[src/rtl/tone_square_gen.sv]
// -----------------------------------------------------------------------------
// tone_square_gen
// Square-wave tone synthesiser for the audio codec/DAC path. Takes the 4-bit
// note index and play request from the game sound controller and produces a
// 50%-duty square wave. Tone changes are only picked up on half-period
// boundaries, so there are no runt pulses. When play is released, the current
// half-period is allowed to finish before the output goes silent.
//
// Ports
//   clk          in   1      system clock, rising edge
//   resetN       in   1      asynchronous, active-low reset
//   soundEnable  in   1      play request, level-sensitive
//   tone         in   4      note index 0..15 (C4..D#5), sampled at boundaries
//   wave         out  1      square wave, registered
//   audio_out    out  AMP_W  AMPLITUDE while wave is high, else 0, registered
//   busy         out  1      high whenever the generator is not idle
//   period_tick  out  1      one-cycle pulse on the first low cycle after a fall
// -----------------------------------------------------------------------------
module tone_square_gen #(
  parameter int unsigned       CLK_HZ    = 50_000_000,
  parameter int unsigned       CNT_W     = 17,
  parameter int unsigned       AMP_W     = 8,
  parameter logic [AMP_W-1:0]  AMPLITUDE = {AMP_W{1'b1}}
) (
  input  logic             clk,
  input  logic             resetN,
  input  logic             soundEnable,
  input  logic [3:0]       tone,
  output logic             wave,
  output logic [AMP_W-1:0] audio_out,
  output logic             busy,
  output logic             period_tick
);

  typedef enum logic [1:0] {
    ST_IDLE  = 2'd0,
    ST_RUN   = 2'd1,
    ST_DRAIN = 2'd2
  } state_t;

  state_t             state_r, state_s;
  logic [CNT_W-1:0]   cnt_r, cnt_s;
  logic [3:0]         cur_tone_r, cur_tone_s;
  logic               wave_r, wave_s;
  logic [AMP_W-1:0]   audio_r;
  logic               tick_r;
  logic               busy_r;
  logic               boundary_s;

  // Counter reload value: half period in clocks minus one, so that a level
  // lasts exactly CLK_HZ/(2*FREQ) cycles. Each divisor below is 2*FREQ, so
  // every branch folds to a constant at elaboration.
  function automatic logic [CNT_W-1:0] hp_m1(input logic [3:0] idx);
    logic [CNT_W-1:0] val;
    case (idx)
      4'd0:    val = CNT_W'(CLK_HZ / 32'd524  - 32'd1);  // C4   262 Hz
      4'd1:    val = CNT_W'(CLK_HZ / 32'd554  - 32'd1);  // C#4  277 Hz
      4'd2:    val = CNT_W'(CLK_HZ / 32'd588  - 32'd1);  // D4   294 Hz
      4'd3:    val = CNT_W'(CLK_HZ / 32'd622  - 32'd1);  // D#4  311 Hz
      4'd4:    val = CNT_W'(CLK_HZ / 32'd660  - 32'd1);  // E4   330 Hz
      4'd5:    val = CNT_W'(CLK_HZ / 32'd698  - 32'd1);  // F4   349 Hz
      4'd6:    val = CNT_W'(CLK_HZ / 32'd740  - 32'd1);  // F#4  370 Hz
      4'd7:    val = CNT_W'(CLK_HZ / 32'd784  - 32'd1);  // G4   392 Hz
      4'd8:    val = CNT_W'(CLK_HZ / 32'd830  - 32'd1);  // G#4  415 Hz
      4'd9:    val = CNT_W'(CLK_HZ / 32'd880  - 32'd1);  // A4   440 Hz
      4'd10:   val = CNT_W'(CLK_HZ / 32'd932  - 32'd1);  // A#4  466 Hz
      4'd11:   val = CNT_W'(CLK_HZ / 32'd988  - 32'd1);  // B4   494 Hz
      4'd12:   val = CNT_W'(CLK_HZ / 32'd1046 - 32'd1);  // C5   523 Hz
      4'd13:   val = CNT_W'(CLK_HZ / 32'd1108 - 32'd1);  // C#5  554 Hz
      4'd14:   val = CNT_W'(CLK_HZ / 32'd1174 - 32'd1);  // D5   587 Hz
      4'd15:   val = CNT_W'(CLK_HZ / 32'd1244 - 32'd1);  // D#5  622 Hz
      default: val = CNT_W'(CLK_HZ / 32'd1244 - 32'd1);
    endcase
    return val;
  endfunction

  assign boundary_s = (cnt_r == {CNT_W{1'b0}});

  // Next-state logic: half-period sequencing, tone pickup and drain handling.
  always_comb begin
    state_s    = state_r;
    cnt_s      = cnt_r;
    cur_tone_s = cur_tone_r;
    wave_s     = wave_r;
    case (state_r)
      ST_IDLE: begin
        if (soundEnable) begin
          state_s    = ST_RUN;
          wave_s     = 1'b1;
          cur_tone_s = tone;
          cnt_s      = hp_m1(tone);
        end else begin
          wave_s = 1'b0;
          cnt_s  = {CNT_W{1'b0}};
        end
      end
      // RUN and DRAIN differ only in whether the request is still present;
      // the request is re-evaluated every cycle, which gives seamless resume.
      ST_RUN, ST_DRAIN: begin
        if (boundary_s) begin
          if (soundEnable) begin
            state_s    = ST_RUN;
            wave_s     = ~wave_r;
            cur_tone_s = tone;
            cnt_s      = hp_m1(tone);
          end else begin
            state_s = ST_IDLE;
            wave_s  = 1'b0;
            cnt_s   = {CNT_W{1'b0}};
          end
        end else begin
          cnt_s = cnt_r - {{(CNT_W-1){1'b0}}, 1'b1};
          if (soundEnable) begin
            state_s = ST_RUN;
          end else begin
            state_s = ST_DRAIN;
          end
        end
      end
      default: begin
        state_s    = ST_IDLE;
        wave_s     = 1'b0;
        cnt_s      = {CNT_W{1'b0}};
        cur_tone_s = 4'd0;
      end
    endcase
  end

  // State and output registers; outputs share one register stage with wave.
  always_ff @(posedge clk or negedge resetN) begin
    if (!resetN) begin
      state_r    <= ST_IDLE;
      cnt_r      <= {CNT_W{1'b0}};
      cur_tone_r <= 4'd0;
      wave_r     <= 1'b0;
      audio_r    <= {AMP_W{1'b0}};
      tick_r     <= 1'b0;
      busy_r     <= 1'b0;
    end else begin
      state_r    <= state_s;
      cnt_r      <= cnt_s;
      cur_tone_r <= cur_tone_s;
      wave_r     <= wave_s;
      audio_r    <= wave_s ? AMPLITUDE : {AMP_W{1'b0}};
      tick_r     <= wave_r & ~wave_s;
      busy_r     <= (state_s != ST_IDLE);
    end
  end

  assign wave        = wave_r;
  assign audio_out   = audio_r;
  assign busy        = busy_r;
  assign period_tick = tick_r;

endmodule

[config.mk]
export PLATFORM = sky130hd
export DESIGN_NAME = tone_square_gen
export DESIGN_NICKNAME = d
export VERILOG_FILES = /design/src/rtl/tone_square_gen.sv
export SDC_FILE = /design/constraint.sdc
export NUM_CORES = 1
export LEC_CHECK = 0
export ABC_AREA = 1
export CORE_MARGIN = 3
export CORE_UTILIZATION = 50
export DETAILED_ROUTE_END_ITERATION = 10
export PLACE_DENSITY = 0.71
export SYNTH_ARGS = -nofsm -noshare
export SYNTH_HDL_FRONTEND = slang
export SYNTH_SLANG_ARGS = --single-unit
[constraint.sdc]
create_clock -name clk -period 1.5 [get_ports clk]
set_input_delay 0.3 -clock clk [delete_from_list [all_inputs] [get_ports clk]]
set_output_delay 0.3 -clock clk [all_outputs]
set_load 0.005 [all_outputs]
==> impl_metrics.py <==
metrics = {
    "status": {
        "status": "finished with violations",
        "violations": "setup timing",
    },
    "place": {
        "dp_slack_ns": -0.559,
        "placed_area_sq_um": 2610,
        "gp_congestion": 0.922,
        "dp.cells": 426,
        "dpl.hpwl_mm": 4.37,
        "io_buffers": 17,
    },
    "layout": {
        "layout-drive-gt1-share": 0.349,
        "final_core_util": 0.781,
        "layout.nets": 410,
        "syn2layout_area_growth_pct": 44.4,
        "n_antenna_cell": 0,
        "post-route-cell-area_sq_um": 2990,
        "instances_no_fill": 440,
    },
    "setup_path": {
        "worstPathRequired_ns": 1.70,
        "cpMostUsedCell": "nand2_2",
        "critPathKind": "register to register",
        "critPathBufInv": 3,
        "crit_fanout": 5,
        "crit_path_end_kind": "register",
        "max_stage_delay_ns": 0.39,
        "critical_path.top_delay_family": "simple AND/OR/NAND/NOR gates",
        "critical_path_arrival_ns": 1.80,
        "crit_path_top_delay_cell": "dfrtp_1",
        "rr_worst_depth": 11,
        "worstSetupStartpointType": "register",
        "crit_chain": "inv_2 -> ha_4 -> nand2_4 -> nor2_4 -> buf_6 -> buf_6 -> nand2_2 -> nand2_2 -> nand2_2 -> nand3b_1 -> a21oi_2",
        "cp.depth": 11,
    },
    "sta": {
        "hold_viol_final": 0,
        "post-route-period-util": 1.06,
        "setup_slack_ns": -0.0952,
        "final-setup-viol-count": 10,
        "tightest_slew_ns": 0.324,
        "final.min_clock_period_ns": 1.60,
        "timing.slew.headroom": 0.784,
        "fin_skew_ns": 0.00213,
        "fmax_mhz": 627,
        "rsz0062_at_grt": "true",
        "maxSlewViolCount": 0,
    },
    "detailed_routing": {
        "vias": 2357,
        "drt-initial-drc-count": 173,
        "firstDrtPassIters": 5,
        "drc": 0,
        "antenna_left": 0,
        "drt_wl_total_mm": 6.37,
        "via_per_inst": 5.36,
        "wl_per_cell_um": 14.5,
    },
    "clock_network": {
        "tritoncts": "done",
        "cts-htree-levels": 1,
        "cts.root.buffer_cell": "clkbuf_8",
        "cts-hold-fix-buffers": 0,
        "clock_sinks": 22,
        "clk_latency_ns": 0.27,
        "cts_buffer_depth": 2,
        "clk_pin_slew_ns": 0.08,
        "cts_buffers": 3,
    },
    "floorplanning": {
        "fp.dieArea_sq_um": 4950,
        "die_y_um": 70.4,
        "start_util": 0.541,
        "rows": 22,
        "die_w_um": 70.4,
        "core_area_sq_um": 3830,
        "io_pins": 18,
    },
    "global_route": {
        "grt-busiest-layer": "met2",
        "grt_pass1_wl_mm": 10.4,
        "grt_usage": 0.259,
        "use_met3": 0.0158,
        "antenna_found_initial": 0,
        "grt_use_met2": 0.427,
        "use_met1": 0.356,
        "grt_pass1_vias": 2251,
        "grt-ovfl-total": 0,
        "grt_max_degree": 23,
    },
    "synth": {
        "yosys_warnings": 0,
        "synth_area_sq_um": 2070,
        "ys_ff_latch": 22,
        "ys_seq_area_frac": 0.266,
        "netlist_top_cells_count": "nand2_1 (100), nand3_1 (37), nor2_1 (31)",
        "yosysMostFrequentCell": "nand2_1",
        "async_reset_ff_frac": 1.00,
        "syn_area_per_cell_sq_um": 6.37,
        "synth-edff-count": 0,
        "synth_cells": 325,
        "ys.flop_type": "dfrtp_1",
        "synth_nets": 342,
        "synth_area_leaders": "dfrtp_1 (27%), nand2_1 (18%), nand3_1 (8.9%)",
        "yosysUniqueCellTypes": 27,
        "synth_top_area_cell": "dfrtp_1",
        "synth_top_area_frac": 0.266,
    },
    "pwr": {
        "p_leak_uw": 0.00149,
        "power_density_nw_per_um2": 1760,
        "fin_total_pwr_uw": 5260,
        "worst_ir_drop_vdd_mv": 1.61,
    },
    "min_path": {
        "hp-class": "input port to async pin",
    },
    "run": {
        "drv_cap": 0,
    },
}
cell usage in the layout (no fill, tap or decap), types with 2 or more instances in the layout:
cell type,n
nand2_1,88
buf_4,58
nand3_1,28
inv_1,25
nor2_1,21
dfrtp_1,21
a21oi_2,11
nand4_1,11
dlygate4sd2_1,11
nand3_2,10
a21oi_1,10
nand2_2,9
nor2_2,8
ha_1,8
inv_2,7
nor2_4,7
o211ai_1,7
buf_6,6
o21ai_1,5
nand2_4,4
o21ai_0,4
clkbuf_8,4
clkdlybuf4s50_1,4
nor3_1,3
nand3b_1,3
xnor2_1,2
xor2_1,2
buf_12,2
registers in the layout, summed over array words and instances, names as in the netlist:
name,count
cnt_r,17
state_r,2
audio_out,1
busy,1
period_tick,1
power breakdown:
part | leakage (uW) | switching, uW | internal (uW)
logic | 0.00118 | 2060 | 1740
clock network | 0.0000288 | 201 | 234
registers | 0.000282 | 192 | 836
cell families (layout without fill, tap and decap cells):
logic type,count (synthesis),count (layout),synth area share
buffers and inverters,55,122,0.129
adder cells (fa/ha/maj),10,10,0.0604
AO/OA/AOI/OAI,37,37,0.0979
XOR/XNOR,5,5,0.0212
flip-flops,22,22,0.266
AND/OR/NAND/NOR,196,196,0.425
area by class of cell:
cell class / count / area [sq um]
inverters: 33 / 136
well taps: 48 / 60.1
clock buffers: 4 / 55.1
fillers: 282 / 837
repair buffers: 84 / 709
repair inverters: 1 / 8.76
multi-input cells: 248 / 1470
flip-flops and latches: 22 / 552
final timing paths:
check                      slack (ns)      endpoint       start
max                              -0.1     cnt_r[12]    cnt_r[0]
min                              0.37      cnt_r[0]      resetN
max reg2reg                      -0.1     cnt_r[12]    cnt_r[0]
min reg2reg                      0.61    state_r[1]  state_r[1]
max in group asynchronous        0.88  audio_out[6]      resetN
min in group clk                 0.56      cnt_r[5]     tone[0]
metrics by stage:
step	setup TNS [ns]	hold slack, ns
after floorplan	0	0.00441
after global placement	-6.75	0.547
after detailed placement	-7.57	0.562
after CTS	-0.180	0.389
after global routing	-1.73	0.412
final	-0.331	0.372
worst register-to-register path, delay by kind of cell (launching register included):
kind / cells / cell delay, ns
buffers and inverters: 3 / 0.31
DFF: 1 / 0.39
adders and majority gates: 1 / 0.15
AOI/OAI and AO/OA: 1 / 0.13
and+or+nand+nor: 6 / 0.55
routing by layer:
metal  share of wire  vias to the layer above
li1                -                     1182
met1            0.43                     1059
met2            0.49                       99
met3           0.061                       17
met4           0.023                        0
met5               0                        -
what timing repair did:
item	4_1_cts	5_1_grt
setup endpoints to repair	29	20
setup buffers	9	1
gates cloned	1	1
pin swaps	16	13
gates resized for setup	62	33
Power figures use the tool's default switching activity.
